### config.mk
export PLATFORM = sky130hd
export DESIGN_NAME = ram_burst_reader_flat
export DESIGN_NICKNAME = d
export VERILOG_FILES = /design/src/rtl/ram_burst_reader_if.sv /design/src/rtl/ram_burst_reader.sv /design/src/flat_wrapper.sv
export SDC_FILE = /design/constraint.sdc
export NUM_CORES = 1
export LEC_CHECK = 0
export CELL_PAD_IN_SITES_DETAIL_PLACEMENT = 2
export CELL_PAD_IN_SITES_GLOBAL_PLACEMENT = 2
export CORE_UTILIZATION = 30
export DETAILED_ROUTE_END_ITERATION = 8
export GPL_ROUTABILITY_DRIVEN = 0
export PLACE_DENSITY_LB_ADDON = 0.1
export SLEW_MARGIN = 10
export SYNTH_ARGS = -nofsm -noshare
export SYNTH_HDL_FRONTEND = slang
export SYNTH_SLANG_ARGS = --single-unit
### constraint.sdc
create_clock -name clock0 -period 2.6 [get_ports clock0]
set_clock_uncertainty 0.2 [all_clocks]
set_input_delay 0.52 -clock clock0 [delete_from_list [all_inputs] [get_ports clock0]]
set_output_delay 0.52 -clock clock0 [all_outputs]
set_load 0.1 [all_outputs]
### src/rtl/ram_burst_reader_if.sv
// Bus bundle for ram_burst_reader: burst request, RAM read port and output stream.
// The master modport is the reader's view; slave is the view of whatever surrounds it.
interface ram_burst_reader_if #(
  parameter int width   = 8,
  parameter int widthad = 8
);

  logic               req_valid;
  logic               req_ready;
  logic [widthad-1:0] req_addr;
  logic [widthad:0]   req_len;
  logic [widthad-1:0] mem_address;
  logic               mem_rden;
  logic [width-1:0]   mem_q;
  logic               out_valid;
  logic               out_ready;
  logic [width-1:0]   out_data;
  logic               out_last;
  logic               busy;
  logic               done;

  modport master (
    input  req_valid, req_addr, req_len, mem_q, out_ready,
    output req_ready, mem_address, mem_rden, out_valid, out_data, out_last, busy, done
  );

  modport slave (
    output req_valid, req_addr, req_len, mem_q, out_ready,
    input  req_ready, mem_address, mem_rden, out_valid, out_data, out_last, busy, done
  );

endinterface

### src/rtl/ram_burst_reader.sv
// Burst read master for a synchronous block RAM port: issues reads under a credit limit,
// realigns the fixed RAM read latency and delivers the words as a ready/valid stream.
module ram_burst_reader #(
  parameter int width      = 8,
  parameter int widthad    = 8,
  parameter int rd_latency = 1
) (
  input logic                clock0,
  input logic                aclr_n,
  ram_burst_reader_if.master bus
);

  localparam int fifo_depth = 4;

  typedef enum logic [1:0] {IDLE, ISSUE, DRAIN} state_t;

  state_t             state_q, state_d;
  logic [widthad-1:0] next_addr_q, next_addr_d;
  logic [widthad-1:0] last_addr_q, last_addr_d;
  logic [widthad:0]   remaining_q, remaining_d;
  logic [widthad:0]   out_left_q, out_left_d;
  logic [rd_latency-1:0] pipe_q, pipe_d;
  logic [width-1:0]   fifo_q [fifo_depth];
  logic [width-1:0]   fifo_d [fifo_depth];
  logic [1:0]         wr_ptr_q, wr_ptr_d, rd_ptr_q, rd_ptr_d;
  logic [2:0]         count_q, count_d;
  logic               done_q, done_d;

  logic [2:0] in_flight;
  logic       accept, rden, push, pop, out_valid, out_last;

  // Every read in the latency pipe owns one FIFO slot, so issuing only while
  // pipe + FIFO occupancy is below the depth means the FIFO cannot overflow.
  always_comb begin
    in_flight = '0;
    for (int i = 0; i < rd_latency; i++) begin
      in_flight = in_flight + 3'(pipe_q[i]);
    end
    accept    = bus.req_valid && (state_q == IDLE);
    rden      = (state_q == ISSUE) && (remaining_q != '0) && ((in_flight + count_q) < 3'd4);
    push      = pipe_q[rd_latency-1];
    out_valid = (count_q != 3'd0);
    pop       = out_valid && bus.out_ready;
    out_last  = out_valid && (out_left_q == (widthad+1)'(1));
  end

  always_comb begin
    state_d     = state_q;
    next_addr_d = next_addr_q;
    last_addr_d = last_addr_q;
    remaining_d = remaining_q;
    out_left_d  = out_left_q;
    done_d      = 1'b0;
    case (state_q)
      IDLE: begin
        if (accept) begin
          next_addr_d = bus.req_addr;
          remaining_d = bus.req_len;
          out_left_d  = bus.req_len;
          if (bus.req_len == '0) begin
            done_d = 1'b1;
          end else begin
            state_d = ISSUE;
          end
        end
      end
      ISSUE: begin
        if (rden && (remaining_q == (widthad+1)'(1))) begin
          state_d = DRAIN;
        end
      end
      DRAIN: begin
        if (pop && out_last) begin
          state_d = IDLE;
          done_d  = 1'b1;
        end
      end
      default: state_d = IDLE;
    endcase
    if (rden) begin
      last_addr_d = next_addr_q;
      next_addr_d = next_addr_q + widthad'(1);
      remaining_d = remaining_q - (widthad+1)'(1);
    end
    if (pop) begin
      out_left_d = out_left_q - (widthad+1)'(1);
    end
  end

  always_comb begin
    pipe_d    = '0;
    pipe_d[0] = rden;
    for (int i = 1; i < rd_latency; i++) begin
      pipe_d[i] = pipe_q[i-1];
    end
    for (int i = 0; i < fifo_depth; i++) begin
      fifo_d[i] = fifo_q[i];
    end
    if (push) begin
      fifo_d[wr_ptr_q] = bus.mem_q;
    end
    wr_ptr_d = wr_ptr_q + {1'b0, push};
    rd_ptr_d = rd_ptr_q + {1'b0, pop};
    case ({push, pop})
      2'b10:   count_d = count_q + 3'd1;
      2'b01:   count_d = count_q - 3'd1;
      default: count_d = count_q;
    endcase
  end

  always_ff @(posedge clock0 or negedge aclr_n) begin
    if (!aclr_n) begin
      state_q     <= IDLE;
      next_addr_q <= '0;
      last_addr_q <= '0;
      remaining_q <= '0;
      out_left_q  <= '0;
      pipe_q      <= '0;
      wr_ptr_q    <= '0;
      rd_ptr_q    <= '0;
      count_q     <= '0;
      done_q      <= 1'b0;
      for (int i = 0; i < fifo_depth; i++) begin
        fifo_q[i] <= '0;
      end
    end else begin
      state_q     <= state_d;
      next_addr_q <= next_addr_d;
      last_addr_q <= last_addr_d;
      remaining_q <= remaining_d;
      out_left_q  <= out_left_d;
      pipe_q      <= pipe_d;
      wr_ptr_q    <= wr_ptr_d;
      rd_ptr_q    <= rd_ptr_d;
      count_q     <= count_d;
      done_q      <= done_d;
      fifo_q      <= fifo_d;
    end
  end

  // The address presented with a read is the next one; between reads it parks on the last.
  assign bus.req_ready   = (state_q == IDLE);
  assign bus.busy        = (state_q != IDLE);
  assign bus.done        = done_q;
  assign bus.mem_rden    = rden;
  assign bus.mem_address = rden ? next_addr_q : last_addr_q;
  assign bus.out_valid   = out_valid;
  assign bus.out_last    = out_last;
  assign bus.out_data    = out_valid ? fifo_q[rd_ptr_q] : '0;

endmodule
### src/flat_wrapper.sv
// flat-port wrapper written by rule: the top's interface ports become plain ports
module ram_burst_reader_flat 
#(
  parameter int width      = 8,
  parameter int widthad    = 8,
  parameter int rd_latency = 1
)
  (clock0, aclr_n, bus_req_valid, bus_req_addr, bus_req_len, bus_mem_q, bus_out_ready, bus_req_ready, bus_mem_address, bus_mem_rden, bus_out_valid, bus_out_data, bus_out_last, bus_busy, bus_done);
  ram_burst_reader_if #(.width(width), .widthad(widthad)) bus_i ();
  input logic clock0;
  input logic aclr_n;
  input wire logic [$bits(bus_i.req_valid)-1:0] bus_req_valid;
  input wire logic [$bits(bus_i.req_addr)-1:0] bus_req_addr;
  input wire logic [$bits(bus_i.req_len)-1:0] bus_req_len;
  input wire logic [$bits(bus_i.mem_q)-1:0] bus_mem_q;
  input wire logic [$bits(bus_i.out_ready)-1:0] bus_out_ready;
  output wire logic [$bits(bus_i.req_ready)-1:0] bus_req_ready;
  output wire logic [$bits(bus_i.mem_address)-1:0] bus_mem_address;
  output wire logic [$bits(bus_i.mem_rden)-1:0] bus_mem_rden;
  output wire logic [$bits(bus_i.out_valid)-1:0] bus_out_valid;
  output wire logic [$bits(bus_i.out_data)-1:0] bus_out_data;
  output wire logic [$bits(bus_i.out_last)-1:0] bus_out_last;
  output wire logic [$bits(bus_i.busy)-1:0] bus_busy;
  output wire logic [$bits(bus_i.done)-1:0] bus_done;
  assign bus_i.req_valid = bus_req_valid;
  assign bus_i.req_addr = bus_req_addr;
  assign bus_i.req_len = bus_req_len;
  assign bus_i.mem_q = bus_mem_q;
  assign bus_i.out_ready = bus_out_ready;
  assign bus_req_ready = bus_i.req_ready;
  assign bus_mem_address = bus_i.mem_address;
  assign bus_mem_rden = bus_i.mem_rden;
  assign bus_out_valid = bus_i.out_valid;
  assign bus_out_data = bus_i.out_data;
  assign bus_out_last = bus_i.out_last;
  assign bus_busy = bus_i.busy;
  assign bus_done = bus_i.done;
  ram_burst_reader #(.width(width), .widthad(widthad), .rd_latency(rd_latency)) u_core (.clock0(clock0), .aclr_n(aclr_n), .bus(bus_i));
endmodule
# Yosys cells after proc, flatten, opt, wreduce, memory -nomap -nowiden
# Cells that the tools add are included.
[op_classes]
eq_ne = 10
mux = 25
reduce_logical = 21
bitwise = 2
add_sub_neg = 8
n_lt_le_gt_ge = 4
[op_table]
columns = ["op", "count"]
rows = [
  ["$mux W8", 8],
  ["$mux W9", 4],
  ["$bwmux W32", 1],
  ["$eq A9 B1 Y1 const B", 2],
  ["$sub A9 B1 Y9 const B", 2],
  ["$bmux W8 S2", 1],
  ["$demux W8 S2", 1],
  ["$reduce_bool A2 Y1", 6],
  ["$logic_not A9 Y1", 1],
  ["$reduce_bool A9 Y1", 1],
  ["$add A8 B1 Y8 const B", 1],
  ["$logic_and A1 B1 Y1", 8],
  ["$mux W2", 4],
  ["$ge A3 B3 Y1 const B", 2],
  ["$not A2 Y3", 2],
  ["$pmux W2 S3", 1],
  ["$pmux W3 S2", 1],
  ["$add A2 B1 Y2", 2],
  ["$eq A2 B1 Y1 const B", 2],
  ["$eq A2 B2 Y1 const B", 2],
  ["$ne A2 B1 Y1 const B", 2],
  ["$ne A2 B2 Y1 const B", 2],
  ["$reduce_and A2 Y1", 2],
  ["$reduce_and A4 Y1", 1],
  ["9 further kinds", 11],
]
[word_totals]
wordCells = 84
regBits = 77
input_bits = 29

# Depth between registers and ports, before layout
# Gate-level depths: netlist of run 1.
[depth]
word_depth = 6
mapped_depth = 9
mapped_depth_nobuf = 8

# Worst setup path before layout of run 1
# Ideal clock, no wire load.
[synth_path]
path_kind = "reg-to-output"
from = "register u_core.pipe_q"
to = "output bus_mem_address[2]"
n_path_buf = 2
t_required_ps = 1880
path_stages_with_launch = 7
slack_ps = -1380
arrival_time_ps = 3260
cell_sequence = "dfrtp_1 -> clkbuf_1 -> and4_1 -> o21a_1 -> buf_2 -> nand2_4 -> o21ai_0"
[synth_between]
elab_chain_len = 4
[synth_lines]
columns = ["item", "line", "source"]
rows = [
  ["start: declaration", "ram_burst_reader.sv:22", "logic [rd_latency-1:0] pipe_q, pipe_d;"],
  ["start signal: assignment", "ram_burst_reader.sv:132", "pipe_q <= pipe_d;"],
  ["$add A1 B3 Y3", "ram_burst_reader.sv:40", "rden = (state_q == ISSUE) && (remaining_q != '0) && ((in_flight + count_q) < 3'd4);"],
  ["$lt A3 B3 Y1", "ram_burst_reader.sv:40", ""],
  ["$logic_and A1 B1 Y1", "ram_burst_reader.sv:40", ""],
  ["$mux W8", "ram_burst_reader.sv:146", "assign bus.mem_address = rden ? next_addr_q : last_addr_q;"],
  ["end: declaration", "flat_wrapper.sv:18", "output wire logic [$bits(bus_i.mem_address)-1:0] bus_mem_address;"],
]
# No other way between the ends.

# Worst setup path after layout of run 1
[layout_path]
from = "register u_core.count_q[1]"
to = "output bus_mem_address[5]"
[layout_between]
elab_chain_len = 4
[layout_lines]
columns = ["item", "line", "source"]
rows = [
  ["start: declaration", "ram_burst_reader.sv:26", "logic [2:0] count_q, count_d;"],
  ["start signal: assignment", "ram_burst_reader.sv:135", "count_q <= count_d;"],
  ["$add A1 B3 Y3", "ram_burst_reader.sv:40", ""],
  ["$lt A3 B3 Y1", "ram_burst_reader.sv:40", ""],
  ["$logic_and A1 B1 Y1", "ram_burst_reader.sv:40", ""],
  ["$mux W8", "ram_burst_reader.sv:146", ""],
]
# No other way between the ends.

==> impl_results.md, run 1 <==
* Grt ovf at 0
* Initial antenna violation count at 0
* CP top delay family: compound AO/OA/AOI/OAI gates
* FP Rows at 41
* Fin crit share at 104%
* Min-Delay Endpoint: u_core.fifo_q[24]$_DFFE_PN0P_
* Worst-Skew Late Latency at between 300 and 400 ps
* First-pass GRT wire length at between 15,000 and 20,000 um
* Cell depth of the worst flop-to-flop path at 8
* CTS H-tree lvls at 3
* # DRC at 0
* Synth top area cells: dfrtp_1, mux2_2, mux4_2
* Worst reg2reg path startpoint: u_core.remaining_q[1]$_DFFE_PN0P_
* HP Class: flop to flop
* Max-cap violation count at 0
* Outcome: finished, violations left
* Fin. max-slew vios at 0
* Initial core utilization at 31.1%
* Sequential element share of the synthesized area at 48.7%
* Share of cells above drive strength 1 at 37.7%
* CTS clock-pin slew for the worst setup and hold paths at 60 ps
* Pre-CTS setup slack at 5.30 ps
* Largest net degree at the start of global routing at 40
* Root Buffer: clkbuf_16
* Die width at approximately 120 um
* Distinct cells, synth at slightly below 60
* Crit-path slowest cell: dfrtp_1
* Vias in the first global route at 3,476
* Reg2reg setup slack at 260 ps
* Minimum clock period at between 2000 and 3000 ps
* Final setup fails at 8
* Diodes inserted at 0
* Async S/R FF share, synth at 100%
* GRT Overall Usage at 18.6%
* Layout Nets at about 470
* Final hold viol count at 0
* Top-count cell post-synth: dfrtp_1
* RSZ-0062 raised after global routing: true
* Vias at 3,093
* Worst-path fanout max at 9
* Worst EP arrival at 1990 ps
* Post-layout util at 43.7%
* Worst hold slack at a little over 300 ps
* Initial DRC Count at 121
* Area growth, synth to finish at 40.5%
* HPWL after detailed placement at 8260 um
* Die Height at 117 um
* Worst setup SP type: flop
* Worst path bufs/invs at 2
* Hold path startpoint: u_core.fifo_q[24]$_DFFE_PN0P_
* Slew @ Worst Pin at approximately 670 ps
* Final worst slack at -110 ps
* Crit Path Class: flop to primary output
* CTS tree: done
* FMAX at around 370 MHz
* Critical Path Sink Type: primary output
* Post-synth top flop: dfrtp_1
* Syn Inst Count at 340
* WL final at 11,500 um
* Hold Path Depth at 1
* Top Ports at between 50 and 60
* EDFF count, synth at 0
* Failing checks: negative setup slack
* Met2 Use GR at a little under a third
* Longest Clk Path Bufs at 2
* Syn nets at ~380
* Sinks on Clock Net at 77
* Buffers on Ports at 50
* Syn_area_per_cell at 11.6 um^2
* Critical R2R Capture: u_core.remaining_q[1]$_DFFE_PN0P_
* Die ar. at roughly 14,000 um^2
* Drt wl/cell at 19.1 um
* Ordered cell list for the critical path: a31oi_2 > o21a_2 > nand2_4 > inv_8 > mux2_2 > buf_12
* Synth warn at 0
* Core Region at around 13,000 um^2
* Area of the mapped netlist at just under 4000 um^2
* Crit-path max cell delay at approximately 410 ps
* Worst path required time at roughly 1900 ps
* Slew margin rel. at a little over half
* TritonRoute pass-1 iters at 4
* Cts bufs inserted at 9
* Met3 usage in global routing at approximately 3.2%
* Setup TNS at -645 ps
* Post-route ant nets at 0
* Most used routing layer: met2
* Post-synth top cells: dfrtp_1, mux2_2, nand2_1
* Drt via density at ~5.1
* Global routing met1 resource utilization at roughly a quarter
* Synthesized flop and latch total at 77
* Cell taking the most area after synthesis: dfrtp_1
* Top cell type's share of synthesized area at 48.7%
through the flow:
step	instance area [um^2]	cells
detailed placement	5110	577
floorplan	4030	340
finish	5560	604
CTS	5510	600
global route	5560	604
global placement	5110	577
cell type report:
type	instances	area, um^2
Sequential cell	77	1930
Clock buffer	10	239
Fill cell	1338	7160
Multi-Input combinational cell	233	2030
Tap cell	172	215
Timing Repair Buffer	88	1010
Clock inverter	5	60.1
Inverter	19	78.8
what timing repair did:
item / in CTS / in global routing
pin swaps: 4 / 2
endpoints found under the setup margin: 9 / 8
endpoints found under the hold margin: 37 / 0
hold buffers: 1 / 0
setup buffers: 7 / 4
gates resized for setup: 11 / 9
registers in the layout (all words and copies together) (netlist names):
| name | cells |
|---|---|
| u_core.count_q | 3 |
| u_core.state_q | 2 |
| u_core.pipe_q | 1 |
| u_core.fifo_q | 32 |
| u_core.out_left_q | 9 |
| u_core.rd_ptr_q | 2 |
| u_core.last_addr_q | 8 |
| u_core.next_addr_q | 8 |
| u_core.remaining_q | 9 |
| u_core.bus.done | 1 |
| u_core.wr_ptr_q | 2 |
cells by family (layout without fill, tap and decap cells):
logic type / Yosys count / count (layout) / synth area share (%)
DFF: 77 / 77 / 48.7
AOI/OAI and AO/OA: 66 / 66 / 12.5
adders and majority gates: 10 / 10 / 3.35
and+or+nand+nor: 100 / 100 / 14.4
xor gates and xnor gates: 5 / 5 / 1.11
muxes: 52 / 52 / 16.9
buffers and inverters: 30 / 122 / 3.16
how the worst max path moves through the flow:
stage,start,endpoint,slack (ps),depth (start not counted)
finish,u_core.count_q[1]$_DFFE_PN0P_,bus_mem_address[5],-110,6
global route,u_core.count_q[1]$_DFFE_PN0P_,bus_mem_address[1],-170,6
CTS,u_core.remaining_q[1]$_DFFE_PN0P_,bus_mem_address[0],-120,8
detailed placement,bus_req_valid,u_core.remaining_q[1]$_DFFE_PN0P_,5,4
global placement,bus_req_valid,u_core.remaining_q[1]$_DFFE_PN0P_,40,4
floorplan,u_core.remaining_q[0]$_DFFE_PN0P_,bus_mem_address[1],-110,7
layer usage:
layer,up-vias,part of all wire (%)
li1,1441,-
met1,1596,47
met2,44,50
met3,12,2.2
met4,0,1.4
met5,-,0
cell usage in the layout (no fill, tap or decap), types with 3 or more instances in the layout:
cell              n
nor2b_2           8
mux2_2           36
o221ai_1          4
a31o_2            3
o21ai_2           5
xor2_1            4
ha_1              8
inv_2             3
a221o_1           6
buf_12           22
a22oi_1           4
nor3_1            9
and2_1            3
nor2b_1           3
nand3_1           7
o21ai_0           7
nor4_1            3
nand3b_1          3
dfrtp_1          76
buf_4            37
mux4_2            8
a211oi_1          4
nor2_1           12
a21oi_1           7
inv_1            15
o211ai_1          6
mux2i_1           7
nand2_1          25
clkbuf_16         9
clkdlybuf4s50_1  27
Power of run 1 is not shown: default switching activity piles up to over one toggle a cycle in this logic, so the estimate is an artifact.
==> inputs of run 2 (changes only) <==
clock period = 3.4 ns   (was 2.6 ns; I/O delays follow)
==> impl_results.md, run 2 (synthesis results as in run 1) <==
* Outcome: complete, no violations
* Ordered cell list for the critical path: inv_1 > ha_1 > nor4b_4 > nand2_4 > nand2_8 > inv_4 > mux2_2 > buf_12
* Initial core utilization at 31.1% (unchanged)
* Die ar. at 13,700 um^2 (unchanged)
* Top reg by flops: u_core.fifo_q
* CTS Hold Bufs at 0 (-1)
* HP Class: input pin to asynchronous set/reset pin
* Buffers on Ports at 50 (unchanged)
* Worst setup SP type: flop
* Drt via density at 5.13 (+0.13%)
* CTS tree: done
* Initial antenna violation count at 0 (unchanged)
* Worst-path fanout max at 10 (+1)
* Worst-Skew Late Latency at 340 ps (about the same)
* Fin crit share at a little over nine tenths
* Share of cells above drive strength 1 at 26.3% (-11 points)
* Crit-path max cell delay at 410 ps (about the same)
* Critical Path Sink Type: primary output
* Grt ovf at 0 (unchanged)
* FMAX at 312 MHz
* Most frequent cells in the layout: dfrtp_1, mux2_2, clkdlybuf4s50_1, nand2_1
* Crit-path slowest cell: dfrtp_1
* Diodes inserted at 0 (unchanged)
* Top Ports at 51 (unchanged)
* Minimum clock period at 3210 ps
* Worst path required time at 2520 ps (+640 ps)
* Vias at 2,933 (-5.2%)
* Layout Nets at 434 (-7.1%)
* Final worst slack at 190 ps (+300 ps)
* CP top delay family: simple AND/OR/NAND/NOR gates
* Initial DRC Count at 107 (-12%)
* Post-route ant nets at 0 (unchanged)
* Setup TNS at 0 ps (+645 ps)
* Cts bufs inserted at 9 (unchanged)
* TritonRoute pass-1 iters at 4 (unchanged)
* Drt wl/cell at 19.3 um (+1.0%)
* Worst EP arrival at 2330 ps (+340 ps)
* CTS H-tree lvls at 3 (unchanged)
* Largest net degree at the start of global routing at 78 (+95%)
* # DRC at 0 (unchanged)
* WL final at 11,000 um (-4.4%)
* First-pass GRT wire length at 17,700 um (-4.6%)
* Fill cells at 1,342 (+0.30%)
* Pre-CTS setup slack at 394 ps (+389 ps)
* Biggest regs: u_core.fifo_q: 32 flops, u_core.out_left_q: 9 flops, u_core.remaining_q: 9 flops
* Worst path bufs/invs at 3 (+1)
* Max reg flops at 32 (unchanged)
* Dpl cells at 556 (-3.6%)
* Max-cap violation count at 0 (unchanged)
* CTS clock-pin slew for the worst setup and hold paths at 60 ps (about the same)
* Final hold viol count at 0 (unchanged)
* Slew margin rel. at 34.1% (-21 points)
* Root Buffer: clkbuf_16
* Die Height at 117 um (unchanged)
* Fin. max-slew vios at 0 (unchanged)
* RSZ-0062 raised after global routing: false
* Vias in the first global route at 3,263 (-6.1%)
* Longest Clk Path Bufs at 2 (unchanged)
* Fin cells at 572 (-5.3%)
* Post-CTS setup buffers at 0 (-7)
* Area growth, synth to finish at 27.9%
* GRT Overall Usage at 18.0% (-0.61 points)
* Slew @ Worst Pin at 988 ps (+318 ps)
* HPWL after detailed placement at 7820 um (-5.3%)
* FP Rows at 41 (unchanged)
* Sinks on Clock Net at 77 (unchanged)
* Die width at 117 um (unchanged)
* Crit Path Class: flop to primary output
* Core Region at 12,700 um^2 (unchanged)
* Final setup fails at 0 (-8)
* Most common cell after layout, fill and taps aside: dfrtp_1
run 2: changes by cell type in the layout (fill, tap and decap cells not counted), sizes merged:
cell	change
buf	-32
inv	+1
dlygate4sd3	-1
run 2: timing repair:
item	in CTS	in global routing
resized for setup	0	3
endpoints found under the setup margin	0	8
hold endpoints to repair	0	0
run 2: cell type report:
class | count | area [um^2] | share of cell area (%)
timing repair buffer | 55 | 606 | 12.0
clock inverter | 6 | 68.8 | 1.36
clock buffer | 10 | 239 | 4.72
sequential | 77 | 1930 | 38.1
tap | 172 | 215 | 4.25
inverter | 19 | 73.8 | 1.46
multi-input combinational | 233 | 1930 | 38.2
run 2: layer usage:
metal  GRT usage (%)  vias to the layer above  routed length (um)
met3            4.63                       11                 436
met5               0                        -                   0
li1                -                     1369                   -
met1            23.4                     1510                5220
met4            6.33                        0                 155
met2            28.9                       43                5220
run 2: metrics by stage:
stage	instance area (um^2)	hold slack (ps)	utilization, %
5_1_grt	5060	318	39.8
2_1_floorplan	3960	184	-
6_report	5060	298	39.8
3_5_place_dp	4730	293	37.2
4_1_cts	5040	306	39.6
3_3_place_gp	4730	283	37.2
run 2: final timing paths:
path                                                     end  slack (ps)                               from  cells past startpoint
max in group asynchronous  u_core.next_addr_q[2]$_DFFE_PN0P_        2060                             aclr_n                      1
min in group clock0            u_core.fifo_q[12]$_DFFE_PN0P_         300      u_core.fifo_q[12]$_DFFE_PN0P_                      1
max                                       bus_mem_address[1]         190  u_core.remaining_q[1]$_DFFE_PN0P_                      8
max reg2reg                    u_core.state_q[0]$_DFFE_PN0P_         960      u_core.state_q[0]$_DFFE_PN0P_                      5
min                            u_core.fifo_q[26]$_DFFE_PN0P_         300                             aclr_n                      1
min reg2reg                    u_core.fifo_q[12]$_DFFE_PN0P_         300      u_core.fifo_q[12]$_DFFE_PN0P_                      1
run 2: worst register-to-register path: cells and delay by family (launching register included):
kind,cells,cell delay (ps)
compound gates,2,510
buf+inv,1,260
flops,1,470
simple gates,2,890
Power of run 2 is left out for the same reason.
==> inputs of run 3 (changes only) <==
CAP_MARGIN = 40   (was default)
==> impl_results.md, run 3 (synthesis results as in run 1) <==
* Post-route ant nets at 0 (unchanged)
* Register Area at 1930 um^2 (unchanged)
* Initial antenna violation count at 0 (unchanged)
* Vias at 2,944 (+0.38%)
* Critical Path Sink Type: primary output
* Critical R2R Capture: u_core.state_q[0]$_DFFE_PN0P_
* FMAX at 309 MHz (-0.85%)
* Initial DRC Count at 77 (-28%)
* Worst setup SP type: flop
* Area growth, synth to finish at 28.2%
* Fill cells at 1,333 (-0.67%)
* Drt via density at 5.14 (+0.20%)
* Minimum clock period at 3240 ps (+27.7 ps)
* Vias in the first global route at 3,301 (+1.2%)
* Most common cell after layout, fill and taps aside: dfrtp_1
* Layout Nets at 435 (+0.23%)
* # DRC at 0 (unchanged)
* Critical Path Sink: bus_mem_address[1]
* Buffers on Ports at 50 (unchanged)
* CTS clock-pin slew for the worst setup and hold paths at 60 ps (about the same)
* Drt wl/cell at 19.2 um (-0.57%)
* Worst-Skew Late Latency at 340 ps (about the same)
* Setup TNS at 0 ps (unchanged)
* Diodes inserted at 0 (unchanged)
* TritonRoute pass-1 iters at 4 (unchanged)
* Fin crit share at 95.2% (+0.81 points)
* HPWL after detailed placement at 7980 um (+2.0%)
* CTS H-tree lvls at 3 (unchanged)
* Crit Path Class: flop to primary output
* CTS tree: done
* Slew @ Worst Pin at 813 ps (-175 ps)
* Longest Clk Path Bufs at 2 (unchanged)
* Worst path required time at 2520 ps (about the same)
* Levels on crit path at 6 (-2)
* WL final at 11,000 um (-0.40%)
* Die Height at 117 um (unchanged)
* Reg2reg setup slack at 1000 ps (+40 ps)
* Cts bufs inserted at 9 (unchanged)
* Worst path bufs/invs at 2 (-1)
* Multi-input logic area at 1930 um^2 (unchanged)
* CP Launch Point: u_core.remaining_q[2]$_DFFE_PN0P_
* Crit-path max cell delay at 580 ps (+170 ps)
* Final hold viol count at 0 (unchanged)
* Max reg flops at 32 (unchanged)
* GRT Overall Usage at 17.9% (about the same)
* Worst-path fanout max at 10 (unchanged)
* Grt ovf at 0 (unchanged)
* Cell depth of the worst flop-to-flop path at 5 (unchanged)
* Share of cells above drive strength 1 at 25.9% (-0.31 points)
* Top reg by flops: u_core.fifo_q
* Sinks on Clock Net at 77 (unchanged)
* Crit-path slowest cell: nor4_4
* Biggest regs: u_core.fifo_q: 32 flops, u_core.out_left_q: 9 flops, u_core.remaining_q: 9 flops
* Initial core utilization at 31.1% (unchanged)
* Worst reg2reg path startpoint: u_core.state_q[0]$_DFFE_PN0P_
* Root Buffer: clkbuf_16
* Top Ports at 51 (unchanged)
* Post-CTS setup buffers at 0 (unchanged)
* Largest net degree at the start of global routing at 45 (-42%)
* Die ar. at 13,700 um^2 (unchanged)
* Die width at 117 um (unchanged)
* Slew margin rel. at 45.5% (+11 points)
* Ordered cell list for the critical path: nor4_4 > nand2_4 > nand2_8 > inv_4 > mux2_2 > buf_12
* Worst EP arrival at 2360 ps (+30 ps)
* Most frequent cells in the layout: dfrtp_1, mux2_2, clkdlybuf4s50_1, nand2_1
* First-pass GRT wire length at 17,700 um (about the same)
* Fin. max-slew vios at 0 (unchanged)
* Final setup fails at 0 (unchanged)
* RSZ-0062 raised after global routing: false
* HP Class: input pin to asynchronous set/reset pin
* CP top delay family: simple AND/OR/NAND/NOR gates
* FP Rows at 41 (unchanged)
* Max-cap violation count at 0 (unchanged)
* Outcome: complete, no violations
* Core Region at 12,700 um^2 (unchanged)
run 3: layout make-up:
type                       count  area share, %
clock buffer                  11           4.59
clock inverter                 5           1.18
inverter                      19           1.46
multi-input combinational    233           38.1
sequential                    77           38.0
tap                          172           4.24
timing repair buffer          56           12.5
run 3: timing repair:
| item | CTS | global route |
|---|---|---|
| setup endpoints to repair | 0 | 8 |
| hold buffers | 0 | 0 |
| gates resized for setup | 0 | 3 |
run 3: per-layer routing:
layer  share of wire, %  vias to the layer above  global-route usage, %
met5                  0                        -                      0
met4                1.4                        0                   6.33
li1                   -                     1376                      -
met1                 47                     1519                   23.3
met2                 48                       39                   29.3
met3                3.2                       10                   4.33
run 3: how the worst min path moves through the flow:
stage / cells after the start / to
2_1_floorplan: 0 / u_core.bus.done$_DFF_PN0_
3_3_place_gp: 1 / u_core.fifo_q[20]$_DFFE_PN0P_
3_5_place_dp: 1 / u_core.fifo_q[12]$_DFFE_PN0P_
4_1_cts: 1 / u_core.fifo_q[26]$_DFFE_PN0P_
5_1_grt: 1 / u_core.fifo_q[26]$_DFFE_PN0P_
6_report: 1 / u_core.fifo_q[26]$_DFFE_PN0P_
run 3: through the flow:
stage | hold WS, ps | utilization, % | setup WS, ps | area [um^2] | instances
6_report | 102 | 39.9 | 162 | 5070 | 573
5_1_grt | 130 | 39.9 | 18.7 | 5070 | 573
4_1_cts | 115 | 39.7 | 20.9 | 5050 | 573
3_5_place_dp | 293 | 37.4 | 390 | 4760 | 557
3_3_place_gp | 283 | 37.2 | 465 | 4730 | 556
2_1_floorplan | 184 | - | -740 | 3960 | 340
Power of run 3 is left out for the same reason.
